===== src/rtl/i_signal_pkg.sv =====
// Shared types and constants for the i_signal pulse transmitter.
// Used by i_signal_tx and i_signal_timer.
package i_signal_pkg;

    localparam int TIMER_W  = 8;
    localparam int PEND_MAX = 15;

    typedef enum logic [1:0] {
        IDLE     = 2'd0,
        LOW      = 2'd1,
        GUARD    = 2'd2,
        ACK_WAIT = 2'd3
    } state_t;

    function automatic int max_int(input int a, input int b);
        return (a > b) ? a : b;
    endfunction

endpackage


===== src/rtl/i_signal_timer.sv =====
// Loadable 8-bit down-counter that stops at zero; zero flag for terminal count.
module i_signal_timer
    import i_signal_pkg::*;
(
    input  logic               clock,
    input  logic               reset,
    input  logic               load,
    input  logic [TIMER_W-1:0] load_val,
    output logic [TIMER_W-1:0] count,
    output logic               zero
);

    always_ff @(posedge clock or negedge reset) begin
        if (!reset) begin
            count <= '0;
        end else if (load) begin
            count <= load_val;
        end else if (count != '0) begin
            count <= count - 1'b1;
        end
    end

    assign zero = (count == '0);

endmodule


===== src/rtl/i_signal_tx.sv =====
// Low-pulse transmitter with request queue, guard recovery and optional ack wait.
// Build option: define I_SIGNAL_TX_ACK_EN to wait for the far-end ack after each pulse.
//
// state    | meaning
// IDLE     | sig high, waiting for start or a queued request
// LOW      | sig driven low for LOW_CYCLES clocks
// GUARD    | sig high recovery for GUARD_CYCLES clocks, then done
// ACK_WAIT | sig high, wait for ack (min GUARD_CYCLES, max ACK_TIMEOUT)
module i_signal_tx
    import i_signal_pkg::*;
#(
    parameter int LOW_CYCLES   = 1,
    parameter int GUARD_CYCLES = 13,
    parameter int ACK_TIMEOUT  = 20
) (
    input  logic       clock,
    input  logic       reset,
    input  logic       start,
    input  logic       ack,
    output logic       sig,
    output logic       busy,
    output logic [3:0] pending,
    output logic       done,
    output logic       overflow,
    output logic       timeout
);

    localparam logic [TIMER_W-1:0] LOW_LD   = TIMER_W'(LOW_CYCLES - 1);
    localparam logic [TIMER_W-1:0] GUARD_LD = TIMER_W'(GUARD_CYCLES - 1);
    localparam logic [3:0]         PEND_TOP = 4'(PEND_MAX);

    state_t             state_q;
    state_t             state_nxt;
    logic               ready_q;
    logic               start_v;
    logic               consume;
    logic               inc;
    logic [3:0]         pending_nxt;
    logic               done_nxt;
    logic               ovf_nxt;
    logic               tmr_load;
    logic [TIMER_W-1:0] tmr_ld_val;
    logic [TIMER_W-1:0] tmr_count;
    logic               tmr_zero;

    // Starts are ignored on the first clock after reset release.
    always_ff @(posedge clock or negedge reset) begin
        if (!reset) begin
            ready_q <= 1'b0;
        end else begin
            ready_q <= 1'b1;
        end
    end

    assign start_v = start & ready_q;
    assign consume = (state_q == IDLE) && (pending != 4'd0);
    assign inc     = start_v && !((state_q == IDLE) && (pending == 4'd0));

    i_signal_timer u_timer (
        .clock    (clock),
        .reset    (reset),
        .load     (tmr_load),
        .load_val (tmr_ld_val),
        .count    (tmr_count),
        .zero     (tmr_zero)
    );

`ifdef I_SIGNAL_TX_ACK_EN
    localparam logic [TIMER_W-1:0] WAIT_LD = TIMER_W'(max_int(GUARD_CYCLES, ACK_TIMEOUT) - 1);
    localparam logic [TIMER_W-1:0] TOUT_K  = TIMER_W'(ACK_TIMEOUT - 1);

    logic               ack_seen_q;
    logic               ack_seen_nxt;
    logic               acked;
    logic               tout_nxt;
    logic [TIMER_W-1:0] elapsed;
`else
    logic unused_ok;
    assign unused_ok = ^{ack, tmr_count, 8'(ACK_TIMEOUT)};
    assign timeout   = 1'b0;
`endif

    always_comb begin
        state_nxt   = state_q;
        pending_nxt = pending;
        ovf_nxt     = overflow;
        done_nxt    = 1'b0;
        tmr_load    = 1'b0;
        tmr_ld_val  = LOW_LD;
`ifdef I_SIGNAL_TX_ACK_EN
        tout_nxt     = timeout;
        acked        = ack_seen_q | ack;
        elapsed      = WAIT_LD - tmr_count;
        ack_seen_nxt = 1'b0;
`endif

        // Same-cycle enqueue and dequeue cancel; a full queue drops the request.
        if (inc && !consume) begin
            if (pending == PEND_TOP) begin
                ovf_nxt = 1'b1;
            end else begin
                pending_nxt = pending + 4'd1;
            end
        end else if (consume && !inc) begin
            pending_nxt = pending - 4'd1;
        end

        case (state_q)
            IDLE: begin
                if (start_v || (pending != 4'd0)) begin
                    state_nxt  = LOW;
                    tmr_load   = 1'b1;
                    tmr_ld_val = LOW_LD;
                end
            end
            LOW: begin
                if (tmr_zero) begin
`ifdef I_SIGNAL_TX_ACK_EN
                    state_nxt  = ACK_WAIT;
                    tmr_ld_val = WAIT_LD;
`else
                    state_nxt  = GUARD;
                    tmr_ld_val = GUARD_LD;
`endif
                    tmr_load   = 1'b1;
                end
            end
            GUARD: begin
                if (tmr_zero) begin
                    state_nxt = IDLE;
                    done_nxt  = 1'b1;
                end
            end
`ifdef I_SIGNAL_TX_ACK_EN
            ACK_WAIT: begin
                ack_seen_nxt = acked;
                if ((elapsed >= TOUT_K) && !acked) begin
                    tout_nxt = 1'b1;
                end
                // The timer starts at the longer of the two limits, so it never underflows here.
                if ((elapsed >= GUARD_LD) && (acked || (elapsed >= TOUT_K))) begin
                    state_nxt = IDLE;
                    done_nxt  = 1'b1;
                end
            end
`endif
            default: begin
                state_nxt = IDLE;
            end
        endcase
    end

    always_ff @(posedge clock or negedge reset) begin
        if (!reset) begin
            state_q  <= IDLE;
            sig      <= 1'b1;
            busy     <= 1'b0;
            pending  <= 4'd0;
            done     <= 1'b0;
            overflow <= 1'b0;
        end else begin
            state_q  <= state_nxt;
            sig      <= (state_nxt != LOW);
            busy     <= (state_nxt != IDLE);
            pending  <= pending_nxt;
            done     <= done_nxt;
            overflow <= ovf_nxt;
        end
    end

`ifdef I_SIGNAL_TX_ACK_EN
    always_ff @(posedge clock or negedge reset) begin
        if (!reset) begin
            timeout    <= 1'b0;
            ack_seen_q <= 1'b0;
        end else begin
            timeout    <= tout_nxt;
            ack_seen_q <= ack_seen_nxt;
        end
    end
`endif

endmodule


===== config.mk =====
export PLATFORM = sky130hd
export DESIGN_NAME = i_signal_tx
export DESIGN_NICKNAME = d
export VERILOG_FILES = /design/src/rtl/i_signal_pkg.sv /design/src/rtl/i_signal_timer.sv /design/src/rtl/i_signal_tx.sv
export SDC_FILE = /design/constraint.sdc
export NUM_CORES = 1
export LEC_CHECK = 0
export ABC_AREA = 1
export BUFFER_PORTS_ARGS = -buffer_cell sky130_fd_sc_hd__buf_2
export CAP_MARGIN = 20
export CORE_ASPECT_RATIO = 1.4
export CORE_UTILIZATION = 25
export CTS_CLUSTER_DIAMETER = 80
export DETAILED_ROUTE_END_ITERATION = 6
export PLACE_DENSITY = 0.39
export SLEW_MARGIN = 20
export SYNTH_ARGS = -nofsm -noshare
export SYNTH_HDL_FRONTEND = slang
export SYNTH_SLANG_ARGS = --single-unit
export TNS_END_PERCENT = 30

===== constraint.sdc =====
create_clock -name clock -period 1.9 [get_ports clock]
set_clock_uncertainty 0.1 [all_clocks]
set_input_delay 0.475 -clock clock [delete_from_list [all_inputs] [get_ports clock]]
set_output_delay 0.475 -clock clock [all_outputs]
set_load 0.01 [all_outputs]

# Word-level counts from Yosys, hierarchy flattened
# Cells that the tools add are included.
# classes
reduce_logical	19
eq_ne	5
n_mux	15
addsub	3
bitwise_logic	1
# op_table
op	n
$mux 4	5
$mux 8	2
$logic_not 8->1	1
$reduce_bool 8->1	1
$sub 8x1->8 const B	1
$mux 2	3
$pmux 2 s3	1
$reduce_bool 2->1	3
$logic_and 1x1->1	5
$add 4x1->4 const B	1
$eq 4x4->1 const B	1
$logic_not 4->1	1
$reduce_and 2->1	2
$reduce_bool 4->1	1
$sub 4x1->4 const B	1
$logic_not 1->1	3
$mux 1	3
$eq 2x1->1 const B	1
$eq 2x2->1 const B	1
$logic_not 2->1	1
$ne 2x1->1 const B	1
$ne 2x2->1 const B	1
$pmux 1 s2	1
$and 1x1->1	1
$logic_or 1x1->1	1
# totals
input_bits	4
register_bits	19
elab_cells	51
output_inout_bits	9

# Depth between registers and ports, before layout
# Gate-level depths: netlist of the first run.
# depth
word_depth	8
depth_mapped	12
ltp_nobuf	12

# Hierarchy
# Synthesis of the first run repeated with hierarchy kept, for this count alone.
# unflattened
hier_cells	144
area_unflattened_um2	1119.8
# modules_own_cells
mod	seq_area_each_um2	cells_per_inst	area_per_inst_um2	instances
i_signal_tx	276.5	73	606.8	1
i_signal_timer	200.2	71	513.0	1

# Worst setup path after synthesis of the first run
# OpenSTA, ideal clock, no wires.
# synth_path
path_type	input to register
start	input start
end	register pending[3]
t_arrival_ns	1.501
setup_time_ns	0.117
n_path_buf	0
path_slack_ns	0.183
stages	12
path_cell_list	nand2_1 -> inv_1 -> nand2_1 -> ha_1 -> nand2_1 -> nand2_1 -> nor2_1 -> inv_1 -> nand2_1 -> nand2_1 -> nand2_1 -> nand2_1
# synth_between
elab_chain_len	6
word_cells_on_any_way	9
# synth_rtl
element	line	text
start: declaration	i_signal_tx.sv:18	input logic start,
$and 1x1->1 *	i_signal_tx.sv:55	assign start_v = start & ready_q;
$logic_and 1x1->1 *	i_signal_tx.sv:57	assign inc = start_v && !((state_q == IDLE) && (pending == 4'd0));
$logic_not 1->1	i_signal_tx.sv:104	end else if (consume && !inc) begin
$logic_and 1x1->1	i_signal_tx.sv:104	
$reduce_bool 2->1 (no line)	-	
$reduce_and 2->1 (no line)	-	
end signal: assignment	i_signal_tx.sv:165	pending <= pending_nxt;
end: declaration	i_signal_tx.sv:22	output logic [3:0] pending,
# Every way passes the cells marked *; elsewhere a longest branch is shown, timed or not.
# A chain may end at the register's enable or synchronous reset.

# Worst setup path after layout of the first run
# layout_path
start	register state_q[0]
end	register pending[3]
# layout_between
elab_chain_len	8
word_cells_on_any_way	13
# layout_rtl
element	line	text
start: declaration	i_signal_tx.sv:32	state_t state_q;
start signal: assignment	i_signal_tx.sv:162	state_q <= state_nxt;
$logic_not 2->1 *	i_signal_tx.sv:56, i_signal_tx.sv:57	
$logic_and 1x1->1	i_signal_tx.sv:57	
$logic_not 1->1	i_signal_tx.sv:57	
$logic_and 1x1->1	i_signal_tx.sv:57	
$logic_not 1->1	i_signal_tx.sv:104	
$logic_and 1x1->1	i_signal_tx.sv:104	
$reduce_bool 2->1 (no line)	-	
$reduce_and 2->1 (no line)	-	
# Marked as above.

==> results of run 1 <==
## flip-flops by register name, summed over array words and instances, names as in the netlist
register and cells:
sig 1, busy 1, ready_q 1, state_q 2, u_timer.count 8, done 1
overflow 1, pending 4
## layer usage
layer / global-route usage (%) / part of all wire, %
met1: 11.3 / 41
met2: 20.6 / 55
met3: 1.43 / 2.1
met4: 4.52 / 2.4
met5: 0 / 0
## power breakdown
group          internal [W]  switching (W)
registers          0.000583       0.000165
clock network      0.000146       0.000136
logic              0.000534       0.000769
total               0.00126        0.00107
## layout by cell type (no fill, tap or decap)
| master | Yosys | final |
|---|---|---|
| xnor2_1 | 2 | 2 |
| buf_4 | 1 | 4 |
| nand4_1 | 1 | 1 |
| nor2_8 | 1 | 1 |
| o21a_1 | 1 | 1 |
| clkbuf_8 | 0 | 3 |
| dfrtp_1 | 18 | 18 |
| o21bai_1 | 1 | 1 |
| inv_1 | 17 | 17 |
| nor3_1 | 1 | 1 |
| o21ai_2 | 1 | 1 |
| nor2_2 | 2 | 2 |
| nand2_2 | 5 | 5 |
| ha_1 | 4 | 4 |
| clkinv_2 | 0 | 1 |
| o21ai_0 | 1 | 1 |
| fa_1 | 1 | 1 |
| nand3b_1 | 1 | 1 |
| nand3_2 | 1 | 1 |
| dfstp_2 | 1 | 1 |
| or2_1 | 1 | 1 |
| a21oi_1 | 3 | 3 |
| buf_2 | 0 | 10 |
| and2_1 | 1 | 1 |
| nand3_1 | 9 | 9 |
| nand2_4 | 1 | 1 |
| inv_2 | 4 | 4 |
| nor2_1 | 20 | 20 |
| conb_1 | 2 | 2 |
| nand2_1 | 36 | 36 |
| xor2_1 | 3 | 3 |
| o21ai_4 | 1 | 1 |
## path summary, 6_finish.rpt
path                               endpoint       start  slack, ns
setup / recovery                 pending[3]  state_q[0]       0.25
hold / removal             u_timer.count[6]       reset       0.05
setup reg to reg                 pending[3]  state_q[0]       0.25
hold reg to reg                    overflow    overflow       0.38
max in group asynchronous               sig       reset       1.31
min in group clock                 overflow    overflow       0.38
## worst max-delay path, stage by stage (launching register included)
cell     delay (ns)
dfrtp_1        0.41
inv_2          0.05
nand2_1        0.08
nand2_1        0.09
ha_1           0.32
nand2_1        0.07
nand2_1        0.04
nor2_1         0.15
inv_1          0.06
nand2_1        0.06
nand2_1        0.04
nand2_1        0.05
nand2_1        0.04
## Yosys cell counts (2+ instances only)
cell and n:
dfrtp_1 18, nand2_2 5, conb_1 2, inv_1 17
xnor2_1 2, nor2_1 20, nand3_1 9, a21oi_1 3
xor2_1 3, inv_2 4, nand2_1 36, ha_1 4
nor2_2 2
## cells by family after synthesis
logic type | synth area share [%]
xor gates and xnor gates | 3.92
adders and majority gates | 6.28
DFF | 42.7
AOI/OAI and AO/OA | 5.38
other | 0.673
buffers and inverters | 7.74
and+or+nand+nor | 33.3
## cell type report
class | count | area (sq um)
fillers | 465 | 2930
multi-input cells | 100 | 553
inverters | 21 | 78.8
well taps | 60 | 75.1
repair buffers | 14 | 80.1
clock inverters | 1 | 5.00
flip-flops and latches | 19 | 477
clock buffers | 3 | 41.3
## stage by stage
stage	area [sq um]	total power, W	instances	utilization, %	setup WS [ns]
after global placement	1260	0.00207	214	29.8	0.0532
after global routing	1310	0.00259	218	30.9	0.100
after CTS	1310	0.00238	218	30.9	0.218
after floorplan	1120	0.00174	141	-	0.183
final	1310	0.00233	218	30.9	0.247
after detailed placement	1260	0.00209	214	29.8	0.0388
==> summary.txt, run 1 <==
Drt
  – Detailed Routing Iterations Pass 1: 4
  – Detailed-route via count: 885
  – Aggregate routed wire length: 2.18 mm
  – Iter 0 DRT Violations: 30
  – DRC: 0
  – Per-cell routed wire length: 9.99 um
  – DR vias/cell: 4.06
  – Antenna viol nets, final: 0

Layout
  – Layout Nets: 168
  – Inserted Diodes: 0
  – Area Growth Syn to Fin: 17.4%
  – Share of layout cells above drive strength 1: 22.2%

Logic synthesis
  – Post-synth EDFFs: 0
  – Synthesized flop and latch total: 19
  – Syn nets: 150
  – Sequential area share after synthesis: 42.7%
  – Synth Cell Area: 0.00112 sq mm
  – Async set-reset flop share out of synthesis: 100%
  – Area contributors post-synth: dfrtp_1 40%, nand2_1 12%, nor2_1 6.7%
  – Area share of the largest cell type after synthesis: 40.4%
  – Most used flip-flop cell after synthesis: dfrtp_1
  – Synth warnings: 0
  – Dominant cell type by area after synthesis: dfrtp_1
  – Gate Count Post-Synth: 141
  – Avg Cell Area, Syn: 7.92 sq um
  – Synth unique cells: 29

STA
  – Fin crit period: 1.65 ns
  – Slew Limit Fails: 0
  – Worst Hold Slack: 0.0539 ns
  – RSZ-0062 raised after global routing: no
  – Final period util: 87.0%
  – Final setup fails: 0
  – Final hold vios: 0
  – Post-route setup TNS: 0 ns
  – FMAX: 605 MHz

GRT
  – Total track usage: 10.7%
  – Initial antenna violation count: 0
  – GRT overflow: 0
  – First-pass GRT wire length: 3.86 mm
  – Vias in the first global route: 899
  – Largest net degree at the start of global routing: 20

Hold path
  – Worst Hold Class: in -> async

Pwr
  – VDD IR max: 560 uV
  – Static leakage: 0.690 nW
  – Pwr/cell area: 1780 mW/mm^2

Clocking
  – CTS Buf Count: 3
  – Root buffer cell: clkbuf_8
  – Clk buf depth: 2
  – Post-CTS sizing: 0
  – TritonCTS clock tree: done
  – H-tree Lvls: 1
  – Clock sink total: 19
  – Clock Latency Late Sink: 0.25 ns
  – Hold Buf Count CTS: 0
  – Clk slew on worst S/H paths: 0.07 ns
  – Setup bufs post-CTS: 0

Worst setup path
  – R2R depth: 12
  – Worst Path Required: 1.95 ns
  – Nature of the critical path endpoint: register
  – Crit path max fanout: 3
  – Worst setup SP type: register
  – Arr. time, crit path: 1.70 ns
  – Crit Path Class: reg -> reg

Floorplanning
  – DIE WIDTH: 58.5 um
  – Starting Density: 26.3%
  – Core area: 0.00424 sq mm
  – Std cell rows: 28
  – Chip Height: 81.1 um
  – Full die area: 0.00474 sq mm
  – IO Pins: 13

Run
  – Max_cap viols: 0

Place
  – GPL Wtd Cong: 0.750
  – PortBufs: 10
  – Hpwl dp: 1.75 mm

Status
  – Status: finished clean
Power figures use the tool's default switching activity.
==> run 2: changes to the inputs <==
Settings changed: CTS_CLUSTER_DIAMETER 80 to 60, SYNTH_HIERARCHICAL set to 1.
==> summary.txt, run 2 <==
Worst setup path
  – Nature of the critical path endpoint: register
  – Crit path capture: pending[3]
  – Worst setup SP type: register
  – Setup slack, reg-to-reg: 0.18 ns (-0.06 ns)
  – R2R Path Start: state_q[1]
  – R2R depth: 9 (-3)
  – Arr. time, crit path: 1.76 ns (+0.06 ns)
  – Worst R2R End: pending[3]
  – Crit path max fanout: 5 (+2)
  – Crit Path Class: reg -> reg
  – Launch point of the worst path: state_q[1]
  – Worst Path Required: 1.95 ns (about the same)

Clocking
  – H-tree Lvls: 1 (unchanged)
  – TritonCTS clock tree: done
  – Clk buf depth: 2 (unchanged)
  – Clk slew on worst S/H paths: 0.07 ns (about the same)
  – CTS Buf Count: 3 (unchanged)
  – Root buffer cell: clkbuf_8
  – Clock Latency Late Sink: 0.26 ns (about the same)
  – Clock sink total: 19 (unchanged)

GRT
  – Layer with the highest usage: met2
  – First-pass GRT wire length: 3.88 mm (+0.52%)
  – Vias in the first global route: 929 (+3.3%)
  – Global Route met3 Usage: 0.955% (-0.48 points)
  – GRT overflow: 0 (unchanged)
  – Total track usage: 10.6% (-0.066 points)
  – Largest net degree at the start of global routing: 20 (unchanged)
  – Initial antenna violation count: 0 (unchanged)
  – GR Util met1: 12.0% (+0.69 points)
  – Met2 Use GR: 20.0% (-0.57 points)

Layout
  – Share of layout cells above drive strength 1: 32.6% (+10 points)
  – Most common cell after layout, fill and taps aside: nand2_1
  – Multi-input gate area: 604 sq um (+9.3%)
  – Sequential cell area: 479 sq um (+0.53%)
  – Layout Nets: 196 (+17%)
  – Largest Register: u_timer/count
  – Largest regs: u_timer/count x8, pending x4, state_q x2
  – Inserted Diodes: 0 (unchanged)
  – Post-route cell area: 0.00150 sq mm (+15%)
  – Fin util: 35.2% (+4.3 points)
  – Max reg flops: 8 (unchanged)
  – Most frequent cells in the layout: 45 x nand2_1, 25 x buf_4, 16 x dfrtp_1
  – Area Growth Syn to Fin: 34.2%
  – # fillers: 461 (-0.86%)

Pwr
  – VDD IR max: 550 uV (-1.7%)
  – Pwr/cell area: 1390 mW/mm^2 (-22%)
  – Tot Pwr: 0.00208 W (-11%)
  – Static leakage: 0.772 nW (+12%)

STA
  – FMAX: 582 MHz (-3.8%)
  – Fin crit period: 1.72 ns (+0.0649 ns)
  – Final hold vios: 0 (unchanged)
  – Final period util: 90.4% (+3.4 points)
  – Slew Limit Fails: 0 (unchanged)
  – RSZ-0062 raised after global routing: no
  – Final setup fails: 0 (unchanged)
  – Post-route setup TNS: 0 ns (unchanged)

Logic synthesis
  – Synth unique cells: 26 (-10%)
  – Synthesized flop and latch total: 19 (unchanged)
  – Avg Cell Area, Syn: 7.78 sq um (-1.8%)
  – Dominant cell type by area after synthesis: dfrtp_1
  – Post-synth EDFFs: 0 (unchanged)
  – Synth warnings: 6 (+6)
  – Area contributors post-synth: dfrtp_1 40%, nand2_1 15%, inv_1 5.0%
  – Most numerous cell in the Yosys netlist: nand2_1
  – Async set-reset flop share out of synthesis: 100% (unchanged)
  – Area share of the largest cell type after synthesis: 40.2% (-0.14 points)
  – Most used flip-flop cell after synthesis: dfrtp_1
  – Gate Count Post-Synth: 144 (+2.1%)
  – Synth cell count leaders: 45 x nand2_1, 18 x dfrtp_1, 15 x inv_1, 15 x nor2_1, 10 x nand3_1
  – Synth Cell Area: 0.00112 sq mm (+0.34%)
  – Sequential area share after synthesis: 42.6% (-0.14 points)

Floorplanning
  – Std cell rows: 28 (unchanged)
  – Chip Height: 81.2 um (+0.17%)
  – Starting Density: 26.2% (-0.13 points)
  – Core area: 0.00427 sq mm (+0.83%)
  – IO Pins: 13 (unchanged)
  – DIE WIDTH: 58.6 um (+0.16%)
  – Full die area: 0.00475 sq mm (+0.33%)

Place
  – GPL Wtd Cong: 0.795 (+5.9%)
  – Hpwl dp: 1.77 mm (+1.0%)
  – PortBufs: 10 (unchanged)
  – Area after DPL: 0.00141 sq mm (+11%)

Drt
  – DR vias/cell: 3.96 (-2.5%)
  – Detailed Routing Iterations Pass 1: 4 (unchanged)
  – Aggregate routed wire length: 2.16 mm (-0.78%)
  – Antenna viol nets, final: 0 (unchanged)
  – DRC: 0 (unchanged)
  – Iter 0 DRT Violations: 36 (+20%)
  – Per-cell routed wire length: 8.75 um (-12%)
  – Detailed-route via count: 978 (+11%)

Status
  – Status: finished clean

Run
  – Max_cap viols: 0 (unchanged)

Hold path
  – Worst Hold Class: in -> async
-- run 2: cell types whose count changed after synthesis, moves of 2 or more --
cell / change
nand2_1: +9
inv_2: -3
inv_1: -2
nor2_4: +3
o21ai_0: +2
nor2_1: -5
o21ai_2: +2
-- run 2: through the flow --
stage	setup WS (ns)	cells	hold slack [ns]
floorplan	0.0404	150	0.0794
global placement	-0.287	238	0.342
detailed placement	-0.339	238	0.343
CTS	0.0596	242	0.0596
global route	0.0135	247	0.0779
finish	0.183	247	0.0449
-- run 2: worst min path at each step --
| stage | endpoint | slack [ns] | depth (start not counted) | start |
|---|---|---|---|---|
| after floorplan | busy | 0.08 | 0 | reset |
| after global placement | u_timer/count[1] | 0.34 | 1 | reset |
| after detailed placement | u_timer/count[1] | 0.34 | 1 | reset |
| after CTS | u_timer/count[1] | 0.06 | 1 | reset |
| after global routing | u_timer/count[1] | 0.08 | 1 | reset |
| final | u_timer/count[1] | 0.04 | 1 | reset |
-- run 2: layer usage --
metal	routed length (um)	vias to the layer above
met5	0	-
met4	29	0
met2	1190	10
met1	912	442
li1	-	522
met3	33	4
-- run 2: repair_timing --
item                       CTS  global route
pin swaps                    0             2
gates resized for setup      2             3
hold buffers                 0             0
buffers inserted             0             5
setup endpoints to repair    8             3
-- run 2: logic make-up (layout without fill, tap and decap cells) --
| kind of cell | after synthesis | after routing | share of synthesized area (%) |
|---|---|---|---|
| AOI/OAI and AO/OA | 12 | 12 | 6.82 |
| xor gates and xnor gates | 4 | 4 | 3.13 |
| adders and majority gates | 4 | 4 | 5.14 |
| buffers and inverters | 18 | 55 | 6.48 |
| DFF | 19 | 19 | 42.6 |
| other | 2 | 8 | 0.671 |
| and+or+nand+nor | 85 | 85 | 35.2 |
-- run 2: report_power, final --
group	total, W	internal [W]	switching (W)
Clock	0.000281	0.000146	0.000135
Sequential	0.000657	0.000563	0.0000943
Combinational	0.00114	0.000539	0.000605
Total	0.00208	0.00125	0.000835
-- run 2: critical path, cell delays in order, from the launching register on --
cell     delay, ns
dfrtp_2       0.44
nor2_4        0.16
nor2_4        0.05
inv_2         0.07
ha_1          0.25
or2_2         0.28
nand2_1       0.06
nand2_1       0.06
nand4_1       0.08
nand2_1       0.06
-- run 2: layout make-up --
class	instances	share of cell area [%]
Clock inverter	1	0.333
Clock buffer	3	2.75
Sequential cell	19	31.9
Timing Repair Buffer	35	15.8
Inverter	16	4.00
Multi-Input combinational cell	113	40.2
Tap cell	60	5.00
==> run 3: changes to the inputs <==
Settings changed: CELL_PAD_IN_SITES_DETAIL_PLACEMENT set to 0, CELL_PAD_IN_SITES_GLOBAL_PLACEMENT set to 2, PLACE_DENSITY 0.39 to 0.59.
==> summary.txt, run 3 (synthesis gave the netlist of run 2 again) <==
Layout
  – Area Growth Syn to Fin: 25.9%
  – Largest regs: u_timer/count x8, pending x4, state_q x2
  – Layout Nets: 185 (-5.6%)
  – Sequential cell area: 477 sq um (-0.52%)
  – Max reg flops: 8 (unchanged)
  – Largest Register: u_timer/count
  – # fillers: 488 (+5.9%)
  – Most common cell after layout, fill and taps aside: nand2_1
  – Inserted Diodes: 0 (unchanged)
  – Multi-input gate area: 597 sq um (-1.2%)
  – Share of layout cells above drive strength 1: 26.7% (-5.9 points)
  – Most frequent cells in the layout: 45 x nand2_1, 18 x dfrtp_1, 15 x inv_1, 15 x nor2_1, 14 x buf_4
  – Fin util: 33.0% (-2.2 points)

Worst setup path
  – Cell family with most CP delay: simple AND/OR/NAND/NOR gates
  – Worst setup SP type: register
  – Arr. time, crit path: 1.81 ns (+0.05 ns)
  – Worst path most repeated cell: nand2_1
  – Worst R2R End: pending[3]
  – Critical path buffers and inverters: 1 (unchanged)
  – R2R Path Start: state_q[1]
  – Crit Path Class: reg -> reg
  – Crit-path cells: nor2_4 > nor2_4 > inv_1 > ha_1 > or2_2 > nand2_1 > nand2_1 > nand4_1 > nand2_1
  – Critical Path Slowest Stage Cell: dfrtp_1
  – Slowest stage delay, CP: 0.48 ns (+0.04 ns)
  – Worst Path Required: 1.95 ns (about the same)
  – Setup slack, reg-to-reg: 0.14 ns (-0.04 ns)
  – Crit path max fanout: 6 (+1)
  – Nature of the critical path endpoint: register
  – R2R depth: 9 (unchanged)

GRT
  – GRT overflow: 0 (unchanged)
  – Total track usage: 11.9% (+1.3 points)
  – Vias in the first global route: 939 (+1.1%)
  – Largest net degree at the start of global routing: 20 (unchanged)
  – Initial antenna violation count: 0 (unchanged)
  – First-pass GRT wire length: 4.17 mm (+7.5%)

Clocking
  – CTS Buf Count: 3 (unchanged)
  – Setup bufs post-CTS: 0 (unchanged)
  – H-tree Lvls: 1 (unchanged)
  – Hold Buf Count CTS: 0 (unchanged)
  – Clock sink total: 19 (unchanged)
  – Post-CTS sizing: 0 (-2)
  – Root buffer cell: clkbuf_8
  – Clk buf depth: 2 (unchanged)
  – TritonCTS clock tree: done
  – Clock Latency Late Sink: 0.26 ns (about the same)
  – Clk slew on worst S/H paths: 0.08 ns (about the same)

STA
  – Slew Limit Fails: 0 (unchanged)
  – Post-route setup TNS: 0 ns (unchanged)
  – Worst Hold Slack: 0.0492 ns (+0.00429 ns)
  – RSZ-0062 raised after global routing: no
  – Setup WS post-layout: 0.140 ns (-0.0425 ns)
  – FMAX: 568 MHz (-2.4%)
  – Final setup fails: 0 (unchanged)
  – Fin crit period: 1.76 ns (+0.0425 ns)
  – Final period util: 92.6% (+2.2 points)
  – Final hold vios: 0 (unchanged)

Drt
  – Antenna viol nets, final: 0 (unchanged)
  – DRC: 0 (unchanged)
  – Iter 0 DRT Violations: 22 (-39%)
  – DR vias/cell: 3.97 (+0.27%)
  – Per-cell routed wire length: 9.89 um (+13%)
  – Detailed Routing Iterations Pass 1: 4 (unchanged)
  – Detailed-route via count: 937 (-4.2%)
  – Aggregate routed wire length: 2.33 mm (+8.0%)

Hold path
  – Worst Hold Class: in -> async

Floorplanning
  – Full die area: 0.00475 sq mm (unchanged)
  – Starting Density: 26.2% (unchanged)
  – IO Pins: 13 (unchanged)
  – DIE WIDTH: 58.6 um (unchanged)
  – Chip Height: 81.2 um (unchanged)
  – Std cell rows: 28 (unchanged)
  – Core area: 0.00427 sq mm (unchanged)

Place
  – Hpwl dp: 1.92 mm (+8.5%)
  – PortBufs: 10 (unchanged)
  – GPL Wtd Cong: 0.759 (-4.5%)
  – Post-Place Worst Slack: -0.0610 ns (+0.278 ns)

Pwr
  – Pwr/cell area: 1420 mW/mm^2 (+2.5%)
  – VDD IR max: 458 uV (-17%)
  – Static leakage: 0.720 nW (-6.8%)

Status
  – Status: finished clean

Run
  – Max_cap viols: 0 (unchanged)
==> run 3: cell count changes in the layout (fill, tap and decap cells not counted) <==
cell,change
buf_4,-11
a21oi_4,-1
dfrtp_2,-2
inv_1,+1
a21oi_2,+1
inv_2,-1
dfrtp_1,+2
==> run 3: how the worst max path moves through the flow <==
stage                     start                to  cells after the start
3_5_place_dp              start        pending[3]                     13
6_report             state_q[1]        pending[3]                      9
4_1_cts        u_timer/count[1]  u_timer/count[5]                     10
5_1_grt              state_q[1]        pending[3]                     12
3_3_place_gp              start        pending[3]                     10
2_1_floorplan  u_timer/count[0]  u_timer/count[0]                     10
==> run 3: area by class of cell <==
| cell class | count | area share (%) |
|---|---|---|
| Sequential cell | 19 | 33.8 |
| Timing Repair Buffer | 24 | 11.0 |
| Clock buffer | 3 | 2.93 |
| Inverter | 16 | 4.26 |
| Tap cell | 60 | 5.32 |
| Multi-Input combinational cell | 113 | 42.3 |
| Clock inverter | 1 | 0.355 |
==> run 3: per-layer routing <==
metal	part of all wire (%)	global-route usage, %
met5	0	0
met4	1.1	5.71
met3	1.7	1.43
met2	56	22.1
met1	41	13.1
==> run 3: where the power goes <==
part	switching, W	total (W)	internal (W)
Combinational	0.000576	0.00103	0.000455
Clock	0.000144	0.000290	0.000146
Sequential	0.000120	0.000682	0.000562
==> run 3: metrics by stage <==
stage	instances	instance area (sq um)	total power, W
final	236	1410	0.00200
after global routing	236	1410	0.00223
after CTS	236	1410	0.00204
after detailed placement	232	1360	0.00175
after global placement	232	1360	0.00174
after floorplan	150	1140	0.00139
